===== src/rtl/apu_sequencer.sv =====
// Tracker-style pattern sequencer: walks ROWS x 4 channels of a pattern ROM,
// one row every TICKS_PER_ROW frame pulses, and issues channel register writes to the APU.
module apu_sequencer #(
    parameter  int ROWS          = 64,
    parameter  int TICKS_PER_ROW = 6,
    localparam int RW            = $clog2(ROWS),
    localparam int TW            = $clog2(TICKS_PER_ROW + 1)
) (
    input  logic          i_clk,
    input  logic          i_rst,
    input  logic          i_enable,
    input  logic          i_frame_pulse,
    output logic          o_rom_en,
    output logic [RW+1:0] o_rom_addr,
    input  logic [15:0]   i_rom_data,
    output logic          o_wr_valid,
    input  logic          i_wr_ready,
    output logic [1:0]    o_wr_channel,
    output logic [6:0]    o_wr_note,
    output logic [3:0]    o_wr_volume,
    output logic [3:0]    o_wr_instr,
    output logic [RW-1:0] o_row,
    output logic          o_busy,
    output logic          o_overrun
);

    typedef enum logic [2:0] {
        S_IDLE,
        S_WAIT_TICK,
        S_FETCH,
        S_LATCH,
        S_WRITE
    } state_e;

    state_e          state_q, state_d;
    logic [RW-1:0]   row_q, row_d;
    logic [TW-1:0]   tick_q, tick_d;
    logic [1:0]      ch_q, ch_d;
    logic            rom_en_q, rom_en_d;
    logic [RW+1:0]   rom_addr_q, rom_addr_d;
    logic            wr_valid_q, wr_valid_d;
    logic [1:0]      wr_channel_q, wr_channel_d;
    logic [6:0]      wr_note_q, wr_note_d;
    logic [3:0]      wr_volume_q, wr_volume_d;
    logic [3:0]      wr_instr_q, wr_instr_d;
    logic            busy_q, busy_d;
    logic            overrun_q, overrun_d;
    logic            advance;

    always_comb begin
        // NOTE: every signal driven here gets a default first, so no path can infer a latch.
        state_d      = state_q;
        row_d        = row_q;
        tick_d       = tick_q;
        ch_d         = ch_q;
        rom_addr_d   = rom_addr_q;
        wr_valid_d   = wr_valid_q;
        wr_channel_d = wr_channel_q;
        wr_note_d    = wr_note_q;
        wr_volume_d  = wr_volume_q;
        wr_instr_d   = wr_instr_q;
        advance      = 1'b0;
        // A frame pulse during a row fetch is lost; remember that it happened.
        overrun_d    = overrun_q | (i_frame_pulse & busy_q);

        case (state_q)
            S_IDLE: begin
                if (i_enable) begin
                    row_d   = '0;
                    tick_d  = '0;
                    ch_d    = '0;
                    state_d = S_FETCH;
                end
            end
            S_WAIT_TICK: begin
                if (!i_enable) begin
                    state_d = S_IDLE;
                end else if (i_frame_pulse) begin
                    if (tick_q == TW'(TICKS_PER_ROW - 1)) begin
                        tick_d  = '0;
                        row_d   = row_q + 1'b1;
                        ch_d    = '0;
                        state_d = S_FETCH;
                    end else begin
                        tick_d = tick_q + 1'b1;
                    end
                end
            end
            S_FETCH: state_d = S_LATCH;
            S_LATCH: begin
                if (i_rom_data[15]) begin
                    wr_valid_d   = 1'b1;
                    wr_channel_d = ch_q;
                    wr_note_d    = i_rom_data[14:8];
                    wr_volume_d  = i_rom_data[7:4];
                    wr_instr_d   = i_rom_data[3:0];
                    state_d      = S_WRITE;
                end else begin
                    advance = 1'b1;
                end
            end
            S_WRITE: begin
                if (i_wr_ready) begin
                    wr_valid_d = 1'b0;
                    advance    = 1'b1;
                end
            end
            default: state_d = S_IDLE;
        endcase

        // A row always finishes all four channels; a dropped enable only takes effect at the row end.
        if (advance) begin
            if (ch_q != 2'd3) begin
                ch_d    = ch_q + 1'b1;
                state_d = S_FETCH;
            end else begin
                state_d = i_enable ? S_WAIT_TICK : S_IDLE;
            end
        end

        rom_en_d = (state_d == S_FETCH);
        if (rom_en_d) rom_addr_d = {row_d, ch_d};
        busy_d = (state_d == S_FETCH) || (state_d == S_LATCH) || (state_d == S_WRITE);
    end

    // NOTE: state is updated with non-blocking assignments so every flop samples pre-edge values.
    always_ff @(posedge i_clk or posedge i_rst) begin
        if (i_rst) begin
            state_q      <= S_IDLE;
            row_q        <= '0;
            tick_q       <= '0;
            ch_q         <= '0;
            rom_en_q     <= 1'b0;
            rom_addr_q   <= '0;
            wr_valid_q   <= 1'b0;
            wr_channel_q <= '0;
            wr_note_q    <= '0;
            wr_volume_q  <= '0;
            wr_instr_q   <= '0;
            busy_q       <= 1'b0;
            overrun_q    <= 1'b0;
        end else begin
            state_q      <= state_d;
            row_q        <= row_d;
            tick_q       <= tick_d;
            ch_q         <= ch_d;
            rom_en_q     <= rom_en_d;
            rom_addr_q   <= rom_addr_d;
            wr_valid_q   <= wr_valid_d;
            wr_channel_q <= wr_channel_d;
            wr_note_q    <= wr_note_d;
            wr_volume_q  <= wr_volume_d;
            wr_instr_q   <= wr_instr_d;
            busy_q       <= busy_d;
            overrun_q    <= overrun_d;
        end
    end

    assign o_rom_en     = rom_en_q;
    assign o_rom_addr   = rom_addr_q;
    assign o_wr_valid   = wr_valid_q;
    assign o_wr_channel = wr_channel_q;
    assign o_wr_note    = wr_note_q;
    assign o_wr_volume  = wr_volume_q;
    assign o_wr_instr   = wr_instr_q;
    assign o_row        = row_q;
    assign o_busy       = busy_q;
    assign o_overrun    = overrun_q;

endmodule


===== config.mk =====
export PLATFORM = sky130hd
export DESIGN_NAME = apu_sequencer
export DESIGN_NICKNAME = d
export VERILOG_FILES = /design/src/rtl/apu_sequencer.sv
export SDC_FILE = /design/constraint.sdc
export NUM_CORES = 1
export LEC_CHECK = 0
export ABC_AREA = 1
export BUFFER_PORTS_ARGS = -buffer_cell sky130_fd_sc_hd__buf_2
export CELL_PAD_IN_SITES_DETAIL_PLACEMENT = 1
export CELL_PAD_IN_SITES_GLOBAL_PLACEMENT = 1
export CORE_MARGIN = 2
export CORE_UTILIZATION = 40
export CTS_BUF_LIST = sky130_fd_sc_hd__clkbuf_4
export CTS_CLUSTER_DIAMETER = 150
export DETAILED_ROUTE_END_ITERATION = 12
export GPL_ROUTABILITY_DRIVEN = 0
export GPL_TIMING_DRIVEN = 0
export PLACE_DENSITY_LB_ADDON = 0.25
export SYNTH_ARGS = -nofsm -noshare
export SYNTH_HDL_FRONTEND = slang
export SYNTH_SLANG_ARGS = --single-unit

===== constraint.sdc =====
create_clock -name i_clk -period 1.6 [get_ports i_clk]
set_input_delay 0.16 -clock i_clk [delete_from_list [all_inputs] [get_ports i_clk]]
set_output_delay 0.16 -clock i_clk [all_outputs]
set_load 0.01 [all_outputs]

==> flow_metrics.env, run 1 <==
export IMPL_max_slew_worst_pin_slew_ns=0.4434
export IMPL_critPathArrivalTime_ns=1.75
export IMPL_grt_pass1_wl_mm=7.431
export IMPL_number_of_drc_violations_after_detailed_routing=0
export IMPL_timing_final_crit_share_pct=93.27
export IMPL_drt_antenna_violating_nets=0
export IMPL_tritoncts_clock_tree="built"
export IMPL_final_slew_violations=0
export IMPL_die_w_um=74.39
export IMPL_cellInternalPower_mw=2.403
export IMPL_max_clock_freq_mhz=670.1
export IMPL_critical_path_sink_type="flop"
export IMPL_period_minus_slack_ns=1.492
export IMPL_power_density_cell_area_mw_per_mm2=1622
export IMPL_cp_data_required_time_ns=1.85
export IMPL_num_nets_final=287
export IMPL_clock_latency_ns=0.35
export IMPL_grt_overflow_total=0
export IMPL_share_clk_of_total_power_pct=13.6
export IMPL_timing_hold_violations_final=0
export IMPL_seqPwrFrac_pct=43.3
export IMPL_startpoint="state_q[1]"
export IMPL_cp_cell_sequence="nor2_4 -> nand2_2 -> nor2_4 -> nor2_4 -> nand2_8 -> inv_6 -> nand2_1 -> o21ai_2"
export IMPL_min_from="i_rom_data[1]"
export IMPL_detailedPlacementHpwl_mm=3.395
export IMPL_final_layout_size_suffix_gt1_share_pct=38.87
export IMPL_fill_cells=580
export IMPL_syn_inst=198
export IMPL_yosys_warnings=0
export IMPL_clock_sinks=43
export IMPL_synth_top_flop_cell="sky130_fd_sc_hd__dfrtp_1"
export IMPL_core_region_area_mm2=0.004755
export IMPL_numPortBuffers=55
export IMPL_rows=25
export IMPL_share_of_synthesized_flip_flops_with_an_asynchronous_set_or_reset_pct=100.0
export IMPL_post_drt_via_cell_ratio=4.663
export IMPL_sequential_share_of_the_synthesized_area_pct=54.29
export IMPL_tritoncts_num_buffers=5
export IMPL_mappedNetlistArea_mm2=0.001982
export IMPL_critPathSlowestCell="sky130_fd_sc_hd__dfrtp_2"
export IMPL_synth_to_layout_area_growth_pct=23.48
export IMPL_synth_edff_count=0
export IMPL_per_instance_average_area_after_synthesis_um2=10.01
export IMPL_finalCoreUtilization_pct=51.47
export IMPL_longest_individual_stage_delay_on_the_worst_path_ns=0.48
export IMPL_outcome="completed"
export IMPL_dr_first_iter_drc_count=30
export IMPL_drt_first_pass_iters=4
export IMPL_ys_types=28
export IMPL_design_area_mm2=0.002447
export IMPL_dp_cells=321
export IMPL_groute_usage_overall_pct=17.74
export IMPL_p_comb_share_pct=43.2
export IMPL_maxCapViolCount=0
export IMPL_final_cell_count_no_fill=332
export IMPL_clkSlewWorstSetupHoldPaths_ns=0.12
export IMPL_slew_headroom_pct=70.39
export IMPL_die_area_mm2=0.005534
export IMPL_htree_num_levels=2
export IMPL_worst_hold_path_type="in -> reg"
export IMPL_rsz0062_at_grt="false"
export IMPL_static_leakage_power_nw=1.317
export IMPL_critical_path_reg2reg_startpoint="state_q[1]"
export IMPL_synth_net_count=221
export IMPL_setup_tns_ns=0
export IMPL_worst_path_dominant_cell_family="simple AND/OR/NAND/NOR gates"
export IMPL_ir_worst_vdd_mv=0.7667
export IMPL_max_clock_path_buffers=2
export IMPL_grt_antenna_before_repair=0
export IMPL_switching_power_mw=1.567
export IMPL_clock_root_buffer="sky130_fd_sc_hd__clkbuf_4"
export IMPL_ys_ff_latch=43
export IMPL_worstSetupStartpointType="flop"
export IMPL_wl_per_cell_um=13.40
export IMPL_num_vias=1548
export IMPL_crit_top_cell="sky130_fd_sc_hd__nor2_4"
export IMPL_sw_frac_of_total_pct=39.47
export IMPL_pin_count=56
export IMPL_first_global_vias=1590
export IMPL_crit_path_max_fanout=9
export IMPL_start_util_pct=41.68
export IMPL_count_of_final_setup_violators=0
export IMPL_insertedDiodeCount=0
export IMPL_die_height_um=74.39
export IMPL_critPathBufInv=1
export IMPL_wl_mm=4.450
export IMPL_fin_worst_skew_ns=0.003005
export IMPL_grt_start_max_net_pins=25
export IMPL_path_class="reg -> reg"
export IMPL_reg2reg_slack_ns=0.11
export IMPL_worst_hold_slack_ns=0.03037
export IMPL_placed_area_mm2=0.002361
==> Yosys cell counts (2+ instances only) <==
cell	n	area share, %
sky130_fd_sc_hd__nand2_1	51	9.7
sky130_fd_sc_hd__dfrtp_1	43	54
sky130_fd_sc_hd__inv_1	23	4.4
sky130_fd_sc_hd__nand3_1	14	3.5
sky130_fd_sc_hd__mux2_2	10	5.7
sky130_fd_sc_hd__nor2_1	9	1.7
sky130_fd_sc_hd__o21ai_0	9	2.3
sky130_fd_sc_hd__mux2_4	5	3.8
sky130_fd_sc_hd__nand2_2	5	1.6
sky130_fd_sc_hd__nor2_4	4	2.3
sky130_fd_sc_hd__a21oi_1	2	0.51
sky130_fd_sc_hd__buf_6	2	1.1
sky130_fd_sc_hd__ha_1	2	1.3
sky130_fd_sc_hd__nand2_4	2	1.1
sky130_fd_sc_hd__nor3_1	2	0.51
sky130_fd_sc_hd__o211ai_1	2	0.76
sky130_fd_sc_hd__o21ai_2	2	0.88
==> sequential cells by signal, indices dropped and copies added, names as in the netlist <==
register,flops
state_q,3
o_busy,1
o_rom_en,1
tick_q,3
o_wr_volume,4
o_rom_addr,8
o_wr_channel,2
o_wr_instr,4
o_overrun,1
ch_q,2
o_wr_valid,1
o_row,6
o_wr_note,7
==> layer usage <==
metal	global-route usage [%]	vias up	share of wire, %
met2	28.91	32	50
met5	0	-	0
met1	23.34	747	45
met3	5.014	5	4.2
li1	-	764	-
met4	4.762	0	1.1
==> cells by family after synthesis <==
group / after synthesis / share of synthesized area [%]
simple gates: 92 / 22.85
fa+ha+maj: 2 / 1.262
mux: 15 / 9.470
flops: 43 / 54.29
buf+inv: 27 / 6.123
compound gates: 18 / 5.556
xor+xnor: 1 / 0.4420
==> power groups by stage <==
stage / clock (mW) / combinational, mW / sequential (mW)
3_3_place_gp: 0 / 1.67 / 1.72
5_1_grt: 0.605 / 1.93 / 1.77
6_report: 0.539 / 1.71 / 1.72
4_1_cts: 0.563 / 1.72 / 1.73
2_1_floorplan: 0 / 0.990 / 1.87
3_5_place_dp: 0 / 1.71 / 1.75
==> final cells by class <==
class / instances / area, um^2 / area share, %
plain buffers: 2 / 22.52 / 0.9202
clock buffers: 6 / 45.04 / 1.840
clock inverters: 2 / 12.51 / 0.5112
inverters: 25 / 98.84 / 4.039
multi-input cells: 128 / 784.5 / 32.06
flip-flops and latches: 43 / 1077 / 44.02
well taps: 67 / 83.83 / 3.425
repair buffers: 59 / 322.8 / 13.19
==> stage by stage <==
step,total power [mW],setup WS [ns]
floorplan,2.862,0.2846
global placement,3.391,-0.1827
detailed placement,3.459,0.07470
CTS,4.015,0.04459
global route,4.308,0.002392
finish,3.970,0.1076
==> final timing paths <==
kind,to,cells after the start
min reg2reg,o_overrun,1
max,o_rom_addr[6],8
max in group asynchronous,state_q[1],4
min,o_wr_instr[1],2
max reg2reg,o_rom_addr[6],8
min in group asynchronous,o_wr_instr[2],3
==> timing repair <==
| action | 4_1_cts | 5_1_grt |
|---|---|---|
| setup endpoints to repair | 0 | 7 |
| setup buffers | 0 | 1 |
| hold buffers | 1 | 1 |
| hold endpoints to repair | 19 | 1 |
| gates resized for setup | 0 | 1 |
==> cell usage in the layout (no fill, tap or decap), types with 2 or more instances in the layout <==
cell and count:
sky130_fd_sc_hd__clkbuf_4 6, sky130_fd_sc_hd__a21oi_1 2, sky130_fd_sc_hd__dfrtp_1 42, sky130_fd_sc_hd__nand2_4 2, sky130_fd_sc_hd__buf_2 55, sky130_fd_sc_hd__inv_1 22, sky130_fd_sc_hd__mux2_4 5, sky130_fd_sc_hd__nand2_1 51
sky130_fd_sc_hd__nand2_2 5, sky130_fd_sc_hd__o21ai_0 9, sky130_fd_sc_hd__nor3_1 2, sky130_fd_sc_hd__buf_6 2, sky130_fd_sc_hd__nor2_4 4, sky130_fd_sc_hd__inv_2 2, sky130_fd_sc_hd__dlygate4sd3_1 2, sky130_fd_sc_hd__nor2_1 9
sky130_fd_sc_hd__mux2_2 10, sky130_fd_sc_hd__o211ai_1 2, sky130_fd_sc_hd__o21ai_2 2, sky130_fd_sc_hd__nand3_1 14, sky130_fd_sc_hd__ha_1 2
Power figures use the tool's default switching activity.
==> inputs of run 2 (changes only) <==
ABC_CLOCK_PERIOD_IN_PS = 1600   (was default)
CORE_ASPECT_RATIO = 0.6   (was default)
==> run 2 against run 1 <==
Effect of this change: total power increased by 11%; core utilization increased by 2.9 points; fmax increased by 0.52%; critical path depth unchanged; cell count decreased by 0.30%; register-to-register slack about the same; worst setup slack improved by 0.0077 ns; via count increased by 3.2%; sequential cell count unchanged; die area increased by 0.34%.
==> flow_metrics.env, run 2 (same netlist as run 1, synthesis figures left out) <==
export IMPL_outcome="completed"
export IMPL_rsz0062_at_grt="true"
export IMPL_crit_path_max_fanout=9
export IMPL_htree_num_levels=2
export IMPL_wirelength_met1_mm=2.447
export IMPL_drt_first_pass_iters=5
export IMPL_fill_cells=555
export IMPL_critPathBufInv=1
export IMPL_largest_register_ff_count=8
export IMPL_slew_headroom_pct=71.93
export IMPL_die_area_mm2=0.005553
export IMPL_longest_individual_stage_delay_on_the_worst_path_ns=0.49
export IMPL_max_clock_path_buffers=2
export IMPL_clock_latency_ns=0.35
export IMPL_period_minus_slack_ns=1.485
export IMPL_final_layout_size_suffix_gt1_share_pct=40.67
export IMPL_grt_start_max_net_pins=33
export IMPL_clkSlewWorstSetupHoldPaths_ns=0.14
export IMPL_grt_antenna_before_repair=0
export IMPL_dr_first_iter_drc_count=39
export IMPL_max_slew_worst_pin_slew_ns=0.4211
export IMPL_met2_length_mm=2.184
export IMPL_tritoncts_num_buffers=5
export IMPL_worst_hold_path_type="in -> reg"
export IMPL_worst_hold_slack_ns=0.02415
export IMPL_core_region_area_mm2=0.004659
export IMPL_count_of_final_setup_violators=0
export IMPL_final_slew_violations=0
export IMPL_crit_top_cell="sky130_fd_sc_hd__nand2_4"
export IMPL_num_nets_final=290
export IMPL_die_w_um=94.88
export IMPL_worstSetupStartpointType="flop"
export IMPL_power_density_cell_area_mw_per_mm2=1746
export IMPL_dp_cells=317
export IMPL_num_vias=1598
export IMPL_switching_power_mw=1.678
export IMPL_highest_layer="met4"
export IMPL_clock_sinks=43
export IMPL_critPathArrivalTime_ns=1.73
export IMPL_hold_path_depth=2
export IMPL_insertedDiodeCount=0
export IMPL_fin_worst_skew_ns=0.01566
export IMPL_cellInternalPower_mw=2.749
export IMPL_area_sequential_mm2=0.001080
export IMPL_path_class="reg -> reg"
export IMPL_cp_cell_sequence="nor3_2 -> nand2_2 -> nand2_4 -> nand2_4 -> nand2_8 -> inv_6 -> nand2_1 -> o21ai_2"
export IMPL_cp_data_required_time_ns=1.84
export IMPL_ff2ff_path_depth=8
export IMPL_number_of_drc_violations_after_detailed_routing=0
export IMPL_reg2reg_slack_ns=0.12
export IMPL_seqPwrFrac_pct=39.4
export IMPL_p_comb_share_pct=40.8
export IMPL_maxCapViolCount=0
export IMPL_finalCoreUtilization_pct=54.40
export IMPL_detailedPlacementHpwl_mm=3.559
export IMPL_multi_input_comb_area_um2=802.0
export IMPL_setup_tns_ns=0
export IMPL_clock_root_buffer="sky130_fd_sc_hd__clkbuf_4"
export IMPL_timing_final_crit_share_pct=92.79
export IMPL_start_util_pct=42.53
export IMPL_min_from="i_rom_data[13]"
export IMPL_critPathSlowestCell="sky130_fd_sc_hd__dfrtp_1"
export IMPL_critical_path_sink_type="flop"
export IMPL_timing_hold_worst_endpoint="o_wr_note[5]"
export IMPL_wl_mm=4.922
export IMPL_rows=19
export IMPL_synth_to_layout_area_growth_pct=27.90
export IMPL_leading_cell_type_in_the_layout_fill_and_taps_excluded="sky130_fd_sc_hd__buf_2"
export IMPL_final_cell_count_no_fill=331
export IMPL_pin_count=56
export IMPL_reg2reg_to="o_rom_addr[6]"
export IMPL_timing_hold_violations_final=0
export IMPL_numPortBuffers=55
export IMPL_most_common_layout_cells="sky130_fd_sc_hd__buf_2, sky130_fd_sc_hd__nand2_1, sky130_fd_sc_hd__dfrtp_1, sky130_fd_sc_hd__inv_1, sky130_fd_sc_hd__nand3_1"
export IMPL_drt_antenna_violating_nets=0
export IMPL_die_height_um=58.53
export IMPL_sw_frac_of_total_pct=37.90
export IMPL_power_total_mw=4.426
export IMPL_static_leakage_power_nw=1.360
export IMPL_share_clk_of_total_power_pct=19.7
export IMPL_grt_overflow_total=0
export IMPL_groute_usage_overall_pct=19.29
export IMPL_ir_worst_vdd_mv=0.9363
export IMPL_tritoncts_clock_tree="built"
export IMPL_critical_path_reg2reg_startpoint="state_q[0]"
export IMPL_grt_pass1_wl_mm=8.093
export IMPL_wl_met3_um=267
export IMPL_first_global_vias=1656
export IMPL_post_drt_via_cell_ratio=4.828
export IMPL_worst_path_dominant_cell_family="simple AND/OR/NAND/NOR gates"
export IMPL_wl_per_cell_um=14.87
export IMPL_max_clock_freq_mhz=673.5
-- run 2: changes by cell type in the layout (fill, tap and decap cells not counted), sizes merged --
cell / previous run / this run
dlygate4sd3: 2 / 3
clkinv: 1 / 0
bufinv: 0 / 2
buf: 59 / 61
clkinvlp: 1 / 0
-- run 2: worst max-delay path by stage --
| stage | cells after the start | to | startpoint |
|---|---|---|---|
| 2_1_floorplan | 8 | o_rom_addr[6] | state_q[1] |
| 3_3_place_gp | 2 | tick_q[2] | i_rst |
| 3_5_place_dp | 8 | o_rom_addr[6] | state_q[1] |
| 4_1_cts | 8 | o_rom_addr[6] | state_q[1] |
| 5_1_grt | 10 | o_rom_addr[4] | state_q[1] |
| 6_report | 8 | o_rom_addr[6] | state_q[0] |
-- run 2: repair_timing --
item	in CTS	in global routing
endpoints found under the setup margin	0	10
resized for setup	0	7
endpoints found under the hold margin	11	2
buffers inserted	0	3
hold buffers	1	2
-- run 2: metrics by stage --
step	setup WS (ns)	instance area (um^2)
after floorplan	0.2846	1982
after global placement	-0.1654	2336
after detailed placement	0.08168	2356
after CTS	0.02182	2471
after global routing	-0.01484	2535
final	0.1153	2535
-- run 2: area by class of cell --
| cell class | count | share of cell area (%) |
|---|---|---|
| buffer | 2 | 0.8885 |
| clock buffer | 6 | 1.777 |
| clock inverter | 2 | 2.369 |
| inverter | 25 | 3.899 |
| multi-input combinational | 128 | 31.64 |
| sequential | 43 | 42.60 |
| tap | 63 | 3.110 |
| timing repair buffer | 62 | 13.72 |
-- run 2: routing by layer --
layer / global-route usage, % / vias up
met5: 0 / -
met4: 3.727 / 0
met3: 5.378 / 5
met2: 29.28 / 43
met1: 28.06 / 776
li1: - / 774
-- run 2: power groups by stage --
stage	registers [mW]	logic [mW]	clock network, mW
6_report	1.75	1.81	0.873
3_3_place_gp	1.74	1.68	0
2_1_floorplan	1.87	0.990	0
5_1_grt	1.81	2.02	0.947
4_1_cts	1.75	1.76	0.885
3_5_place_dp	1.76	1.73	0
-- run 2: worst reg2reg max path: stages, from the launching register on --
cell	delay, ns
sky130_fd_sc_hd__dfrtp_1	0.49
sky130_fd_sc_hd__nor3_2	0.24
sky130_fd_sc_hd__nand2_2	0.11
sky130_fd_sc_hd__nand2_4	0.10
sky130_fd_sc_hd__nand2_4	0.10
sky130_fd_sc_hd__nand2_8	0.13
sky130_fd_sc_hd__inv_6	0.07
sky130_fd_sc_hd__nand2_1	0.07
sky130_fd_sc_hd__o21ai_2	0.06
